### config.mk
export PLATFORM = sky130hd
export DESIGN_NAME = multicycle_ctrl_fsm
export DESIGN_NICKNAME = d
export VERILOG_FILES = /design/src/rtl/riscv_ctrl_pkg.sv /design/src/rtl/instr_class_decoder.sv /design/src/rtl/multicycle_ctrl_fsm.sv
export SDC_FILE = /design/constraint.sdc
export NUM_CORES = 1
export LEC_CHECK = 0
export CAP_MARGIN = 0
export CORE_MARGIN = 1.5
export CORE_UTILIZATION = 45
export DETAILED_ROUTE_END_ITERATION = 8
export HOLD_SLACK_MARGIN = 0.05
export PLACE_DENSITY = 0.87
export REMOVE_ABC_BUFFERS = 1
export SYNTH_ARGS = -nofsm -noshare
export SYNTH_HDL_FRONTEND = slang
export SYNTH_SLANG_ARGS = --single-unit
### constraint.sdc
create_clock -name clk -period 4.5 [get_ports clk]
set_input_delay 0.45 -clock clk [delete_from_list [all_inputs] [get_ports clk]]
set_output_delay 0.45 -clock clk [all_outputs]
set_load 0.01 [all_outputs]
### src/rtl/riscv_ctrl_pkg.sv
// Shared types and encodings for the multi-cycle RV32I control sequencer.
package riscv_ctrl_pkg;

  typedef enum logic [2:0] {
    ST_IDLE   = 3'd0,
    ST_FETCH  = 3'd1,
    ST_DECODE = 3'd2,
    ST_EXEC   = 3'd3,
    ST_MEM    = 3'd4,
    ST_WB     = 3'd5,
    ST_HALT   = 3'd6
  } state_e;

  typedef enum logic [3:0] {
    CL_LOAD   = 4'd0,
    CL_STORE  = 4'd1,
    CL_OP     = 4'd2,
    CL_OPIMM  = 4'd3,
    CL_BRANCH = 4'd4,
    CL_JAL    = 4'd5,
    CL_JALR   = 4'd6,
    CL_LUI    = 4'd7,
    CL_AUIPC  = 4'd8
  } class_e;

  localparam logic [6:0] OPC_LOAD   = 7'b0000011;
  localparam logic [6:0] OPC_STORE  = 7'b0100011;
  localparam logic [6:0] OPC_OP     = 7'b0110011;
  localparam logic [6:0] OPC_OPIMM  = 7'b0010011;
  localparam logic [6:0] OPC_BRANCH = 7'b1100011;
  localparam logic [6:0] OPC_JAL    = 7'b1101111;
  localparam logic [6:0] OPC_JALR   = 7'b1100111;
  localparam logic [6:0] OPC_LUI    = 7'b0110111;
  localparam logic [6:0] OPC_AUIPC  = 7'b0010111;

  localparam logic [3:0] ALU_ADD  = 4'b0000;
  localparam logic [3:0] ALU_SUB  = 4'b0001;
  localparam logic [3:0] ALU_AND  = 4'b0010;
  localparam logic [3:0] ALU_OR   = 4'b0011;
  localparam logic [3:0] ALU_XOR  = 4'b0100;
  localparam logic [3:0] ALU_SLL  = 4'b0101;
  localparam logic [3:0] ALU_SRL  = 4'b0110;
  localparam logic [3:0] ALU_SRA  = 4'b0111;
  localparam logic [3:0] ALU_SLT  = 4'b1000;
  localparam logic [3:0] ALU_SLTU = 4'b1001;

  typedef struct packed {
    class_e     cls;
    logic [3:0] alu;
    logic       alu_src;
    logic       illegal;
  } dec_s;

  // func3 -> ALU op; alt selects SUB/SRA variants.
  function automatic logic [3:0] alu_from_f3(input logic [2:0] f3, input logic alt);
    logic [3:0] r;
    r = ALU_ADD;
    case (f3)
      3'b000: r = alt ? ALU_SUB : ALU_ADD;
      3'b001: r = ALU_SLL;
      3'b010: r = ALU_SLT;
      3'b011: r = ALU_SLTU;
      3'b100: r = ALU_XOR;
      3'b101: r = alt ? ALU_SRA : ALU_SRL;
      3'b110: r = ALU_OR;
      3'b111: r = ALU_AND;
      default: r = ALU_ADD;
    endcase
    return r;
  endfunction

endpackage

### src/rtl/instr_class_decoder.sv
// Combinational decode of opcode/func fields into class, ALU op and legality.
module instr_class_decoder
  import riscv_ctrl_pkg::*;
(
  input  logic [6:0] i_op_code,
  input  logic [2:0] i_func3,
  input  logic [6:0] i_func7,
  output dec_s       o_dec
);

  logic w_f7_zero;
  logic w_f7_alt;

  assign w_f7_zero = (i_func7 == 7'h00);
  assign w_f7_alt  = (i_func7 == 7'h20);

  always_comb begin
    o_dec.cls     = CL_LOAD;
    o_dec.alu     = ALU_ADD;
    o_dec.alu_src = 1'b1;
    o_dec.illegal = 1'b0;
    case (i_op_code)
      OPC_LOAD:  o_dec.cls = CL_LOAD;
      OPC_STORE: o_dec.cls = CL_STORE;
      OPC_OP: begin
        o_dec.cls     = CL_OP;
        o_dec.alu_src = 1'b0;
        o_dec.alu     = alu_from_f3(i_func3, w_f7_alt);
        o_dec.illegal = !(w_f7_zero || w_f7_alt) ||
                        (w_f7_alt && (i_func3 != 3'b000) && (i_func3 != 3'b101));
      end
      OPC_OPIMM: begin
        // func7 is immediate bits except for the shift encodings
        o_dec.cls     = CL_OPIMM;
        o_dec.alu     = alu_from_f3(i_func3, (i_func3 == 3'b101) && w_f7_alt);
        o_dec.illegal = ((i_func3 == 3'b001) && !w_f7_zero) ||
                        ((i_func3 == 3'b101) && !(w_f7_zero || w_f7_alt));
      end
      OPC_BRANCH: begin
        o_dec.cls     = CL_BRANCH;
        o_dec.alu     = ALU_SUB;
        o_dec.alu_src = 1'b0;
      end
      OPC_JAL:   o_dec.cls = CL_JAL;
      OPC_JALR:  o_dec.cls = CL_JALR;
      OPC_LUI:   o_dec.cls = CL_LUI;
      OPC_AUIPC: o_dec.cls = CL_AUIPC;
      default:   o_dec.illegal = 1'b1;
    endcase
  end

endmodule

### src/rtl/multicycle_ctrl_fsm.sv
// FETCH/DECODE/EXEC/MEM/WB sequencer driving PC, IR, regfile and a shared wait-stated memory port.
module multicycle_ctrl_fsm
  import riscv_ctrl_pkg::*;
#(
  parameter int unsigned MEM_TIMEOUT = 16
)(
  input  logic       clk,
  input  logic       rst_n,
  input  logic       run,
  input  logic [6:0] op_code,
  input  logic [2:0] func3,
  input  logic [6:0] func7,
  input  logic       branch_taken,
  input  logic       mem_ready,
  output logic       ir_wr,
  output logic       pc_wr,
  output logic [1:0] pc_sel,
  output logic       addr_sel,
  output logic       reg_wr,
  output logic       mem_rd,
  output logic       mem_wr,
  output logic       mem2reg,
  output logic [3:0] alu_ctrl,
  output logic       alu_src_sel,
  output logic       instr_retired,
  output logic       illegal_op,
  output logic       mem_timeout,
  output logic       halted,
  output logic [2:0] state
);

  localparam int unsigned       WAIT_W    = $clog2(MEM_TIMEOUT + 1);
  localparam logic [WAIT_W-1:0] WAIT_LAST = WAIT_W'(MEM_TIMEOUT - 1);

  state_e            r_state;
  state_e            w_next;
  state_e            w_retire_st;
  logic [WAIT_W-1:0] r_wait;
  logic              r_illegal;
  logic              r_timeout;
  class_e            r_cls;
  logic [3:0]        r_alu;
  logic              r_alu_src;
  dec_s              w_dec;
  logic              w_wait_inc;
  logic              w_set_illegal;
  logic              w_set_timeout;
  logic              w_latch;

  instr_class_decoder u_dec (
    .i_op_code (op_code),
    .i_func3   (func3),
    .i_func7   (func7),
    .o_dec     (w_dec)
  );

  // State, wait counter, sticky flags and latched decode.
  always_ff @(posedge clk) begin
    if (!rst_n) begin
      r_state   <= ST_IDLE;
      r_wait    <= '0;
      r_illegal <= 1'b0;
      r_timeout <= 1'b0;
      r_cls     <= CL_LOAD;
      r_alu     <= ALU_ADD;
      r_alu_src <= 1'b0;
    end else begin
      r_state <= w_next;
      r_wait  <= w_wait_inc ? (r_wait + WAIT_W'(1)) : '0;
      if (w_set_illegal) r_illegal <= 1'b1;
      if (w_set_timeout) r_timeout <= 1'b1;
      if (w_latch) begin
        r_cls     <= w_dec.cls;
        r_alu     <= w_dec.alu;
        r_alu_src <= w_dec.alu_src;
      end
    end
  end

  always_comb begin
    w_next        = r_state;
    w_retire_st   = run ? ST_FETCH : ST_IDLE;
    w_wait_inc    = 1'b0;
    w_set_illegal = 1'b0;
    w_set_timeout = 1'b0;
    w_latch       = 1'b0;
    ir_wr         = 1'b0;
    pc_wr         = 1'b0;
    pc_sel        = 2'b00;
    addr_sel      = 1'b0;
    reg_wr        = 1'b0;
    mem_rd        = 1'b0;
    mem_wr        = 1'b0;
    mem2reg       = 1'b0;
    alu_ctrl      = ALU_ADD;
    alu_src_sel   = 1'b0;
    instr_retired = 1'b0;
    halted        = 1'b0;
    case (r_state)
      ST_IDLE: if (run) w_next = ST_FETCH;
      ST_FETCH: begin
        mem_rd = 1'b1;
        if (mem_ready) begin
          ir_wr  = 1'b1;
          w_next = ST_DECODE;
        end else if (r_wait == WAIT_LAST) begin
          w_next        = ST_HALT;
          w_set_timeout = 1'b1;
        end else begin
          w_wait_inc = 1'b1;
        end
      end
      ST_DECODE: begin
        w_latch = 1'b1;
        if (w_dec.illegal) begin
          w_next        = ST_HALT;
          w_set_illegal = 1'b1;
        end else begin
          w_next = ST_EXEC;
        end
      end
      ST_EXEC: begin
        alu_ctrl    = r_alu;
        alu_src_sel = r_alu_src;
        case (r_cls)
          CL_BRANCH: begin
            pc_wr         = 1'b1;
            pc_sel        = branch_taken ? 2'b01 : 2'b00;
            instr_retired = 1'b1;
            w_next        = w_retire_st;
          end
          CL_JAL, CL_JALR: begin
            reg_wr        = 1'b1;
            pc_wr         = 1'b1;
            pc_sel        = (r_cls == CL_JALR) ? 2'b10 : 2'b01;
            instr_retired = 1'b1;
            w_next        = w_retire_st;
          end
          CL_LOAD, CL_STORE: w_next = ST_MEM;
          default:           w_next = ST_WB;
        endcase
      end
      ST_MEM: begin
        alu_ctrl    = r_alu;
        alu_src_sel = 1'b1;
        addr_sel    = 1'b1;
        mem_rd      = (r_cls == CL_LOAD);
        mem_wr      = (r_cls == CL_STORE);
        if (mem_ready) begin
          if (r_cls == CL_STORE) begin
            pc_wr         = 1'b1;
            instr_retired = 1'b1;
            w_next        = w_retire_st;
          end else begin
            w_next = ST_WB;
          end
        end else if (r_wait == WAIT_LAST) begin
          w_next        = ST_HALT;
          w_set_timeout = 1'b1;
        end else begin
          w_wait_inc = 1'b1;
        end
      end
      ST_WB: begin
        alu_ctrl      = r_alu;
        alu_src_sel   = r_alu_src;
        reg_wr        = 1'b1;
        mem2reg       = (r_cls == CL_LOAD);
        pc_wr         = 1'b1;
        instr_retired = 1'b1;
        w_next        = w_retire_st;
      end
      ST_HALT: halted = 1'b1;
      default: w_next = ST_IDLE;
    endcase
    // Strobes are suppressed for the whole reset cycle so no partial access escapes.
    if (!rst_n) begin
      ir_wr         = 1'b0;
      pc_wr         = 1'b0;
      reg_wr        = 1'b0;
      mem_rd        = 1'b0;
      mem_wr        = 1'b0;
      instr_retired = 1'b0;
    end
  end

  assign illegal_op  = r_illegal;
  assign mem_timeout = r_timeout;
  assign state       = r_state;

endmodule

Word-level counts from Yosys, hierarchy flattened
Index checks and enable logic that the tools add are counted.
{"block": "op_classes", "n_reduce_logical": 25, "muxes": 52, "bitwise": 1, "add_sub_neg": 1, "n_eq_ne": 30}
{"operator": "4-bit case mux with 8 select lines", "count": 3}
{"operator": "1-bit two-way mux", "count": 31}
{"operator": "7-bit by 6-bit == test with 1-bit output, second input constant", "count": 4}
{"operator": "3-bit == test, second input constant", "count": 7}
{"operator": "7-bit == test, second input constant", "count": 3}
{"operator": "3-bit case mux with 7 select lines", "count": 1}
{"operator": "3-bit two-way mux", "count": 6}
{"operator": "7-bit by 5-bit == test with 1-bit output, second input constant", "count": 2}
{"operator": "3-bit by 2-bit == test with 1-bit output, second input constant", "count": 4}
{"operator": "4-bit by 3-bit == test with 1-bit output, second input constant", "count": 3}
{"operator": "4-bit case mux with 3 select lines", "count": 1}
{"operator": "2-bit OR reduction", "count": 5}
{"operator": "7-bit by 2-bit == test with 1-bit output, second input constant", "count": 1}
{"operator": "7-bit zero test", "count": 1}
{"operator": "7-bit OR reduction", "count": 1}
{"operator": "3-bit by 1-bit == test with 1-bit output, second input constant", "count": 2}
{"operator": "3-bit zero test", "count": 2}
{"operator": "1-bit case mux with 2 select lines", "count": 3}
{"operator": "1-bit case mux with 3 select lines", "count": 2}
{"operator": "3-bit case mux with 2 select lines", "count": 1}
{"operator": "3-bit OR reduction", "count": 2}
{"operator": "5-bit by 1-bit adder with 5-bit output, second input constant", "count": 1}
{"operator": "5-bit by 4-bit == test with 1-bit output, second input constant", "count": 1}
{"operator": "1-bit logical AND", "count": 5}
{"operator": "12 further kinds", "count": 17}
{"block": "totals", "reg_bits": 19, "wordCells": 116, "output_inout_bits": 21}

Longest topological paths before layout
Gate-level depths: netlist of run 1.
{"block": "depth", "ltp_word": 8, "ltp_mapped": 8, "depth_no_buf": 8}

Hierarchy
A second synthesis of run 1 with hierarchy kept.
{"block": "hier_totals", "hier_cells": 178, "area_unflattened_um2": 1368.8}
{"mod": "multicycle_ctrl_fsm", "n_inst": 1, "area_per_inst_um2": 1091.0, "seq_area_each_um2": 380.4, "cells_per_inst": 130}
{"mod": "instr_class_decoder", "n_inst": 1, "area_per_inst_um2": 277.8, "seq_area_each_um2": 0.0, "cells_per_inst": 48}

Least setup slack after synthesis of run 1
Ideal clock, no wire load.
{"block": "synth_path", "path_type": "flip-flop to output port", "startpoint": "register r_state[0] (netlist: state[0])", "endpoint": "output pc_wr", "slack_ns": 2.394, "n_path_buf": 2, "arrival_ns": 1.656, "stages_incl_launch_ff": 8, "cell_sequence": "dfxtp_1 > buf_2 > nor2b_1 > nand2_1 > nor3_1 > nor2_1 > nor2_1 > buf_4"}
{"block": "synth_between", "elab_chain_len": 3, "elab_cells_between_ends": 5}
{"element": "from (decl)", "line": "multicycle_ctrl_fsm.sv:35", "source": "state_e r_state;"}
{"element": "from (signal assigned)", "line": "multicycle_ctrl_fsm.sv:68", "source": "r_state <= w_next;"}
{"element": "3-bit == test / 3-bit by 2-bit == test with 1-bit output (equally long branches)"}
{"element": "1-bit case mux with 3 select lines (*)"}
{"element": "1-bit two-way mux (*)"}
{"element": "to (decl)", "line": "multicycle_ctrl_fsm.sv:16", "source": "output logic pc_wr,"}
Mark *: on every way between the ends. The rest lies on a longest branch, timed or not.

Worst setup path after layout of run 1
{"block": "layout_path", "startpoint": "register r_state[0] (netlist: state[0])", "endpoint": "output reg_wr"}
{"block": "layout_between", "elab_chain_len": 3, "elab_cells_between_ends": 4}
{"element": "3-bit == test / 3-bit by 2-bit == test with 1-bit output (equally long branches)", "line": "multicycle_ctrl_fsm.sv:99", "source": "case (r_state)"}
{"element": "1-bit case mux with 2 select lines (*)", "line": "multicycle_ctrl_fsm.sv:99"}
{"element": "1-bit two-way mux (*)", "line": "multicycle_ctrl_fsm.sv:177", "source": "if (!rst_n) begin"}
{"element": "to (decl)", "line": "multicycle_ctrl_fsm.sv:19", "source": "output logic reg_wr,"}
Marked as above.

==> results of run 1 <==
-- final cells by class --
class	instances	area, sq um
fill	259	1008
multi-input combinational	147	893.4
timing repair buffer	42	420.4
sequential	19	380.4
tap	31	38.79
inverter	10	37.54
clock buffer	4	26.28
-- worst paths after layout --
kind / from / endpoint / slack, ns / depth (start not counted)
min reg2reg: illegal_op / illegal_op / 0.46 / 2
min: illegal_op / illegal_op / 0.46 / 2
max: state[0] / reg_wr / 1.50 / 6
max reg2reg: state[1] / state[0] / 2.59 / 5
-- per-layer routing --
| metal | vias up | part of all wire |
|---|---|---|
| li1 | 750 | - |
| met1 | 649 | 0.46 |
| met2 | 50 | 0.48 |
| met3 | 4 | 0.049 |
| met4 | 0 | 0.010 |
| met5 | - | 0 |
-- through the flow --
step                  util  total power, mW
floorplan                -           0.2265
global placement    0.6311           0.2730
detailed placement  0.6311           0.2742
CTS                 0.6405           0.3551
global route        0.6405           0.3728
finish              0.6405           0.3544
-- logic make-up (layout without fill, tap and decap cells) --
kind of cell,after synthesis,after routing,share of synthesized area
AND/OR/NAND/NOR,90,90,0.3752
AO/OA/AOI/OAI,50,50,0.2329
buffers and inverters,20,56,0.05914
flip-flops,19,19,0.2810
XOR/XNOR,4,4,0.02588
adder cells (fa/ha/maj),2,2,0.01848
multiplexers,1,1,0.007394
-- layout by cell type, fill, tap and decap left out, types with 2 or more instances in the layout --
| master | count |
|---|---|
| a211oi_1 | 3 |
| a21oi_1 | 13 |
| a31oi_1 | 2 |
| and2_1 | 7 |
| and3_1 | 3 |
| clkbuf_4 | 3 |
| clkdlybuf4s50_1 | 42 |
| dfxtp_1 | 19 |
| ha_1 | 2 |
| inv_1 | 9 |
| nand2_1 | 14 |
| nand2b_1 | 8 |
| nand3_1 | 6 |
| nand3b_1 | 2 |
| nand4b_1 | 2 |
| nor2_1 | 17 |
| nor2b_1 | 5 |
| nor3_1 | 10 |
| nor3b_1 | 4 |
| nor4b_1 | 2 |
| o2111ai_1 | 3 |
| o21a_1 | 3 |
| o21ai_0 | 7 |
| o21ai_1 | 9 |
| o311ai_1 | 2 |
| or4_1 | 2 |
| xnor2_1 | 2 |
| xor2_1 | 2 |
-- critical path, cell delays in order, from the launching register on --
cell and delay [ns]:
dfxtp_1 0.55, nor2b_1 0.43, nand2_1 0.17, or2_1 0.30
o21a_1 0.19, nor2_1 0.08, clkdlybuf4s50_1 0.54
-- Yosys cell counts, types with 2 or more instances --
master / number / area (sq um)
o311ai_1: 2 / 17.52
o21ai_0: 7 / 35.03
ha_1: 2 / 25.02
o21a_1: 3 / 22.52
or4_1: 2 / 15.01
nor3_1: 10 / 50.05
a211oi_1: 3 / 22.52
inv_1: 9 / 33.78
xor2_1: 2 / 17.52
o2111ai_1: 3 / 26.28
o21ai_1: 9 / 45.04
nor3b_1: 4 / 30.03
nand3b_1: 2 / 15.01
nor2b_1: 5 / 31.28
nand4b_1: 2 / 17.52
a21oi_1: 13 / 65.06
clkbuf_1: 8 / 30.03
nand2b_1: 8 / 50.05
and2_1: 7 / 43.79
xnor2_1: 2 / 17.52
nand2_1: 14 / 52.55
dfxtp_1: 19 / 380.4
and3_1: 3 / 18.77
nor2_1: 17 / 63.81
nand3_1: 6 / 30.03
a31oi_1: 2 / 12.51
nor4b_1: 2 / 17.52
-- registers in the layout (all words and copies together), names as in the netlist --
signal       cells
illegal_op       1
state            3
r_alu            4
r_alu_src        1
r_cls            4
r_wait           5
mem_timeout      1
-- power by group through the flow --
stage	Combinational (mW)	Clock, mW	Sequential, mW
2_1_floorplan	0.0418	0	0.185
3_3_place_gp	0.0882	0	0.185
3_5_place_dp	0.0888	0	0.185
4_1_cts	0.0892	0.0844	0.182
5_1_grt	0.0984	0.0912	0.183
6_report	0.0895	0.0831	0.182
==> flow_summary_export.csv, run 1 <==
group,metric,value,unit
critical_path,crit_required,4.05,ns
pwr,power_frac_comb,0.253,
pwr,clkPwrFrac,0.234,
pwr,seq_power_share,0.513,
logic_synthesis,synth_edf_count,0,
placement,gp_congestion,0.8614,
timing,report.final.slew_viol_count,0,
critical_path,end_kind,"output pin",
global_routing,grtUsageMet1,0.2718,
logic_synthesis,ys_async_sr_fraction,0,
timing,worst_pin_slew,0.5316,ns
timing,min_period_over_period,0.6673,
pwr,vdd_drop_max,0.09751,mV
finish,layoutNonFillerInstCount,253,
pwr,power_density,197.3,mW/mm^2
routing,routed_wl,3159,um
timing,finalHoldViolations,0,
clocking,post_cts_buffers,0,
outcome,status,"complete, but fails checks",
critical_path,path_max_fanout,12,
timing,fin_tns_setup,0,ns
global_routing,grt_pass1_wl,5492,um
clocking,holdBufCountCts,0,
clocking,clock_path_buffers,2,
clocking,clock_latency,0.29,ns
global_routing,antenna_found_initial,0,
pwr,power_switching,0.1017,mW
logic_synthesis,yosys.cell_types.count,47,
floorplan,start_util,0.4826,
global_routing,grtUsageMet2,0.3360,
clocking,clk_pin_slew,0.09,ns
global_routing,grt_use_total,0.2038,
finish,fin_nets,247,
finish,drive_gt1_frac,0.03604,
global_routing,grt_busiest_layer,"met2",
routing,drt-wirelength-per-cell,12.49,um
clocking,cts.repair.resized,0,
global_routing,grtUsageMet3,0.02009,
logic_synthesis,avgSynthCellArea,7.278,sq um
floorplan,die_y,57.85,um
pwr,p_leak,0.6079,nW
global_routing,grt_max_degree,18,
placement,placed_cells,249,
routing,antenna_left,0,
clocking,tritoncts,"done",
floorplan,fp.coreArea,0.002805,sq mm
placement,pre_cts_ws,1.868,ns
floorplan,dieWidth,57.85,um
critical_path,path_class,"reg2out",
pwr,internal_power,0.2528,mW
placement,io_buffer_count,42,
clocking,cts.sinks,19,
timing,relSlewSlack,0.6449,
finish,n_antenna_cell,0,
timing,fin_skew,0.004413,ns
logic_synthesis,ys_seq_area_frac,0.2810,
timing,timing.hold.ws,0.4591,ns
pwr,switching_share,0.2869,
finish,final_area,0.001797,sq mm
clocking,htreeDepth,1,
logic_synthesis,synth_seq_cells,19,
hold_path,hold_path_class,"reg2reg",
critical_path,startpoint_type,"register",
global_routing,grt_pass1_vias,1290,
global_routing,gr-total-overflow,0,
logic_synthesis,yosysWarningCount,0,
routing,avgViaCountPerCell,5.743,
job,drv_cap,0,
floorplan,die_area,0.003347,sq mm
clocking,cts_root_buf,"clkbuf_4",
timing,max_freq,333.0,MHz
routing,num_vias,1453,
logic_synthesis,yosys_most_used_dff,"dfxtp_1",
routing,first_pass_iters,7,
logic_synthesis,synth_area,0.001354,sq mm
clocking,cts_buffers,3,
placement,place_area,0.001770,sq mm
critical_path,critPathArrivalTime,2.55,ns
routing,drc,3,
floorplan,io_pins,43,
logic_synthesis,syn_inst,186,
timing,rsz0062_at_grt,"no",
finish,area_growth,32.72,%
routing,drt-initial-drc-count,73,
timing,setup_ws,1.497,ns
timing,setup_viol,0,
placement,dp_hpwl,2453,um
floorplan,rows,19,
outcome,violations,"design-rule violations",
timing,fin_crit,3.003,ns
(Power assumes the default switching activity.)
==> run 2, diff against run 1 <==
--- a/config.mk
+++ b/config.mk
@@ -7,10 +7,10 @@
 export LEC_CHECK = 0
 export CAP_MARGIN = 0
 export CORE_MARGIN = 1.5
-export CORE_UTILIZATION = 45
+export CORE_UTILIZATION = 42
 export DETAILED_ROUTE_END_ITERATION = 8
 export HOLD_SLACK_MARGIN = 0.05
-export PLACE_DENSITY = 0.87
+export PLACE_DENSITY = 0.85
 export REMOVE_ABC_BUFFERS = 1
 export SYNTH_ARGS = -nofsm -noshare
 export SYNTH_HDL_FRONTEND = slang
==> constraint.sdc (replaced) <==
create_clock -name clk -period 2.4 [get_ports clk]
set_input_delay 0.24 -clock clk [delete_from_list [all_inputs] [get_ports clk]]
set_output_delay 0.24 -clock clk [all_outputs]
set_load 0.01 [all_outputs]
==> flow_summary_export.csv, run 2 (synthesis results as in run 1) <==
group,metric,value,unit
finish,most-common-layout-cells,"42 x clkdlybuf4s50_1, 18 x dfxtp_1, 17 x nor2_1",
routing,avgViaCountPerCell,5.542,
pwr,power_density,369.2,mW/mm^2
hold_path,hold_path_class,"reg2reg",
clocking,tritoncts,"done",
global_routing,grt_pass1_vias,1193,
routing,routed_wl,3452,um
global_routing,grt_max_degree,13,
timing,min_period_over_period,0.9510,
global_routing,grtUsageMet2,0.2795,
global_routing,grt_use_total,0.1871,
timing,fin_skew,0.008790,ns
global_routing,grt_pass1_wl,5285,um
pwr,power,0.6925,mW
global_routing,antenna_found_initial,0,
clocking,clk_pin_slew,0.10,ns
finish,largestRegisters,"r_wait x5, r_alu x4, r_cls x4",
pwr,vdd_drop_max,0.1468,mV
finish,area_growth,38.54,%
critical_path,startpoint,"state[2]",
timing,report.final.slew_viol_count,0,
floorplan,fp.coreArea,0.003053,sq mm
clocking,cts.repair.resized,0,
floorplan,dieWidth,59.78,um
global_routing,grt_busiest_layer,"met1",
critical_path,path_max_fanout,10,
timing,finalHoldViolations,0,
global_routing,grtUsageMet1,0.2838,
finish,utilization,0.6143,
clocking,cts.sinks,19,
routing,drt-wirelength-per-cell,12.64,um
clocking,cts_buffers,3,
clocking,clock_latency,0.30,ns
routing,first_pass_iters,5,
critical_path,end_kind,"output pin",
routing,antenna_left,0,
hold_path,min_from,"r_wait[0]",
floorplan,start_util,0.4434,
routing,num_vias,1513,
outcome,status,"finished clean",
timing,max_freq,438.2,MHz
global_routing,gr-total-overflow,0,
critical_path,startpoint_type,"register",
finish,drive_gt1_frac,0.08297,
finish,layout_commonest_cell,"clkdlybuf4s50_1",
hold_path,hold_depth,1,
floorplan,rows,20,
timing,relSlewSlack,0.6964,
global_routing,grtUsageMet3,0.01299,
job,drv_cap,0,
routing,drt-initial-drc-count,120,
critical_path,reg2regPathDepth,6,
critical_path,critPathArrivalTime,2.04,ns
finish,largest_reg_flops,5,
timing,rsz0062_at_grt,"no",
timing,setup_ws,0.1177,ns
routing,drc,0,
finish,n_antenna_cell,0,
floorplan,die_area,0.003573,sq mm
clocking,htreeDepth,1,
finish,top_register,"r_wait",
timing,fin_crit,2.282,ns
placement,io_buffer_count,42,
placement,pre_cts_ws,0.2755,ns
timing,worst_pin_slew,0.4555,ns
placement,placed_cells,269,
placement,gp_congestion,0.9161,
floorplan,io_pins,43,
clocking,clock_path_buffers,2,
critical_path,worst_r2r_startpoint,"state[1]",
floorplan,die_y,59.78,um
finish,layoutNonFillerInstCount,273,
timing,fin_tns_setup,0,ns
critical_path,path_class,"reg2out",
timing,setup_viol,0,
clocking,holdBufCountCts,0,
clocking,cts_root_buf,"clkbuf_4",
pwr,p_leak,0.6470,nW
placement,dp_hpwl,2603,um
critical_path,crit_required,2.16,ns
finish,fin_nets,254,
clocking,post_cts_buffers,0,
run 2: layout make-up:
type | instances | area (sq um)
repair buffers | 49 | 473.0
clock inverters | 1 | 5.005
well taps | 44 | 55.05
clock buffers | 3 | 22.52
flip-flops and latches | 19 | 381.6
fillers | 286 | 1177
inverters | 10 | 37.54
multi-input cells | 147 | 900.9
run 2: power breakdown:
| group | internal [mW] | switching [mW] |
|---|---|---|
| Combinational | 0.0987 | 0.0975 |
| Clock | 0.0621 | 0.101 |
| Sequential | 0.324 | 0.00902 |
run 2: worst paths after layout:
check	endpoint	slack, ns
setup / recovery	reg_wr	0.12
hold reg to reg	r_wait[0]	0.45
hold / removal	r_wait[0]	0.45
setup reg to reg	state[0]	0.56
run 2: stage by stage:
| step | cell area (sq um) | hold slack [ns] |
|---|---|---|
| CTS | 1867 | 0.4596 |
| finish | 1876 | 0.4534 |
| global route | 1876 | 0.4891 |
| global placement | 1839 | 0.4329 |
| floorplan | 1311 | 0.3588 |
| detailed placement | 1839 | 0.4421 |
run 2: layer usage:
metal / routed length (um) / vias up
li1: - / 758
met1: 1661 / 689
met2: 1581 / 60
met3: 161 / 6
met4: 48 / 0
met5: 0 / -
run 2: worst max-delay path, stage by stage, from the launching register on:
cell and delay, ns:
dfxtp_2 0.40, nor2b_2 0.14, nand2_1 0.11, or2_1 0.28, o21a_1 0.19, nor2_1 0.09
clkdlybuf4s50_1 0.54
==> run 3, diff against run 2 <==
--- a/config.mk
+++ b/config.mk
@@ -6,12 +6,12 @@
 export NUM_CORES = 1
 export LEC_CHECK = 0
 export CAP_MARGIN = 0
-export CORE_MARGIN = 1.5
+export CORE_MARGIN = 2
 export CORE_UTILIZATION = 42
 export DETAILED_ROUTE_END_ITERATION = 8
 export HOLD_SLACK_MARGIN = 0.05
 export PLACE_DENSITY = 0.85
-export REMOVE_ABC_BUFFERS = 1
+export SETUP_SLACK_MARGIN = 0.5
 export SYNTH_ARGS = -nofsm -noshare
 export SYNTH_HDL_FRONTEND = slang
 export SYNTH_SLANG_ARGS = --single-unit
==> flow_summary_export.csv, run 3 (synthesis results as in run 1) <==
group,metric,value,unit
outcome,status,"finished clean",
timing,fin_crit,1.814,ns
global_routing,grtUsageMet2,0.3103,
pwr,p_leak,0.8165,nW
timing,finalHoldViolations,0,
floorplan,rows,20,
hold_path,hold_path_class,"reg2reg",
clocking,clock_latency,0.29,ns
clocking,htreeDepth,1,
finish,n_fill_cell,296,
global_routing,grt_pass1_wl,5671,um
clocking,clk_pin_slew,0.10,ns
clocking,cts_buffers,3,
critical_path,startpoint_type,"register",
critical_path,path_class,"reg2out",
finish,drive_gt1_frac,0.1478,
clocking,clock_path_buffers,2,
placement,gp_congestion,0.8621,
clocking,post_cts_buffers,0,
routing,num_vias,1493,
timing,relSlewSlack,0.7041,
clocking,tritoncts,"done",
routing,drc,0,
global_routing,grtUsageMet1,0.2900,
critical_path,critPathArrivalTime,1.57,ns
clocking,holdBufCountCts,0,
finish,area_growth,42.42,%
finish,layout_commonest_cell,"clkdlybuf4s50_1",
routing,drt-wirelength-per-cell,12.88,um
finish,utilization,0.6316,
global_routing,gr-total-overflow,0,
routing,routed_wl,3528,um
routing,antenna_left,0,
clocking,cts.sinks,19,
finish,largest_reg_flops,5,
pwr,power_density,356.9,mW/mm^2
finish,most-common-layout-cells,"26 x clkdlybuf4s50_1, 17 x dfxtp_1, 15 x nor2_1",
floorplan,die_y,60.78,um
floorplan,start_util,0.4434,
critical_path,path_max_fanout,3,
logic_synthesis,synth.net_count,210,
timing,worst_pin_slew,0.4429,ns
global_routing,grt_use_total,0.1968,
finish,n_antenna_cell,0,
timing,rsz0062_at_grt,"yes",
finish,top_register,"r_wait",
critical_path,crit_required,2.16,ns
timing,timing.hold.ws,0.4551,ns
pwr,vdd_drop_max,0.2258,mV
placement,place_area,0.001847,sq mm
routing,first_pass_iters,4,
clocking,cts_root_buf,"clkbuf_4",
placement,io_buffer_count,42,
job,drv_cap,0,
global_routing,grt_max_degree,13,
global_routing,grtUsageMet3,0.02132,
floorplan,fp.coreArea,0.003053,sq mm
timing,max_freq,551.2,MHz
finish,final_area,0.001928,sq mm
floorplan,dieWidth,60.78,um
finish,largestRegisters,"r_wait x5, r_alu x4, r_cls x4",
routing,drt-initial-drc-count,63,
timing,report.final.slew_viol_count,0,
global_routing,grt_busiest_layer,"met2",
timing,setup_viol,0,
timing,fin_skew,0.0008313,ns
floorplan,die_area,0.003694,sq mm
finish,fin_nets,255,
floorplan,io_pins,43,
global_routing,antenna_found_initial,0,
global_routing,grt_pass1_vias,1307,
timing,min_period_over_period,0.7560,
timing,fin_tns_setup,0,ns
routing,avgViaCountPerCell,5.449,
pwr,power,0.6882,mW
placement,dp_hpwl,2631,um
critical_path,end_kind,"output pin",
run 3: critical path, stage by stage (launching register included):
cell and delay, ns:
dfxtp_1 0.35, nor2b_2 0.16, nand2_1 0.11, or2_1 0.26, o21a_1 0.19, nor2_1 0.08
clkbuf_2 0.13
run 3: repair_timing:
item / in CTS / in global routing
setup endpoints to repair: 16 / 14
pin swaps: 0 / 1
gates resized for setup: 16 / 25
cloned: 0 / 0
run 3: cell type report:
type	instances	area, sq um	share of cell area
multi-input combinational	147	952.2	0.4938
inverter	10	37.54	0.01947
clock buffer	4	26.28	0.01363
sequential	19	385.4	0.1999
tap	44	55.05	0.02855
timing repair buffer	50	471.7	0.2446
run 3: worst paths after layout:
check | slack, ns | start | cells past startpoint | end
max reg2reg | 0.66 | r_wait[0] | 8 | state[0]
max | 0.59 | state[0] | 6 | reg_wr
min reg2reg | 0.46 | mem_timeout | 2 | mem_timeout
min | 0.46 | mem_timeout | 2 | mem_timeout
run 3: per-layer routing:
metal / part of all wire / up-vias
li1: - / 759
met1: 0.49 / 690
met2: 0.46 / 42
met3: 0.040 / 2
met4: 0.0071 / 0
met5: 0 / -
run 3: through the flow:
stage | std cells | setup WS (ns)
floorplan | 186 | 0.5044
global placement | 270 | 0.3225
detailed placement | 270 | 0.2836
CTS | 274 | 0.2731
global route | 274 | 0.4690
finish | 274 | 0.5857
run 3: power by group:
| group | total, mW | switching, mW | leakage [nW] | internal (mW) |
|---|---|---|---|---|
| Sequential | 0.331 | 0.00882 | 0.155 | 0.323 |
| Combinational | 0.201 | 0.102 | 0.647 | 0.0989 |
| Clock | 0.156 | 0.0909 | 0.0150 | 0.0646 |
| Total | 0.688 | 0.202 | 0.817 | 0.486 |
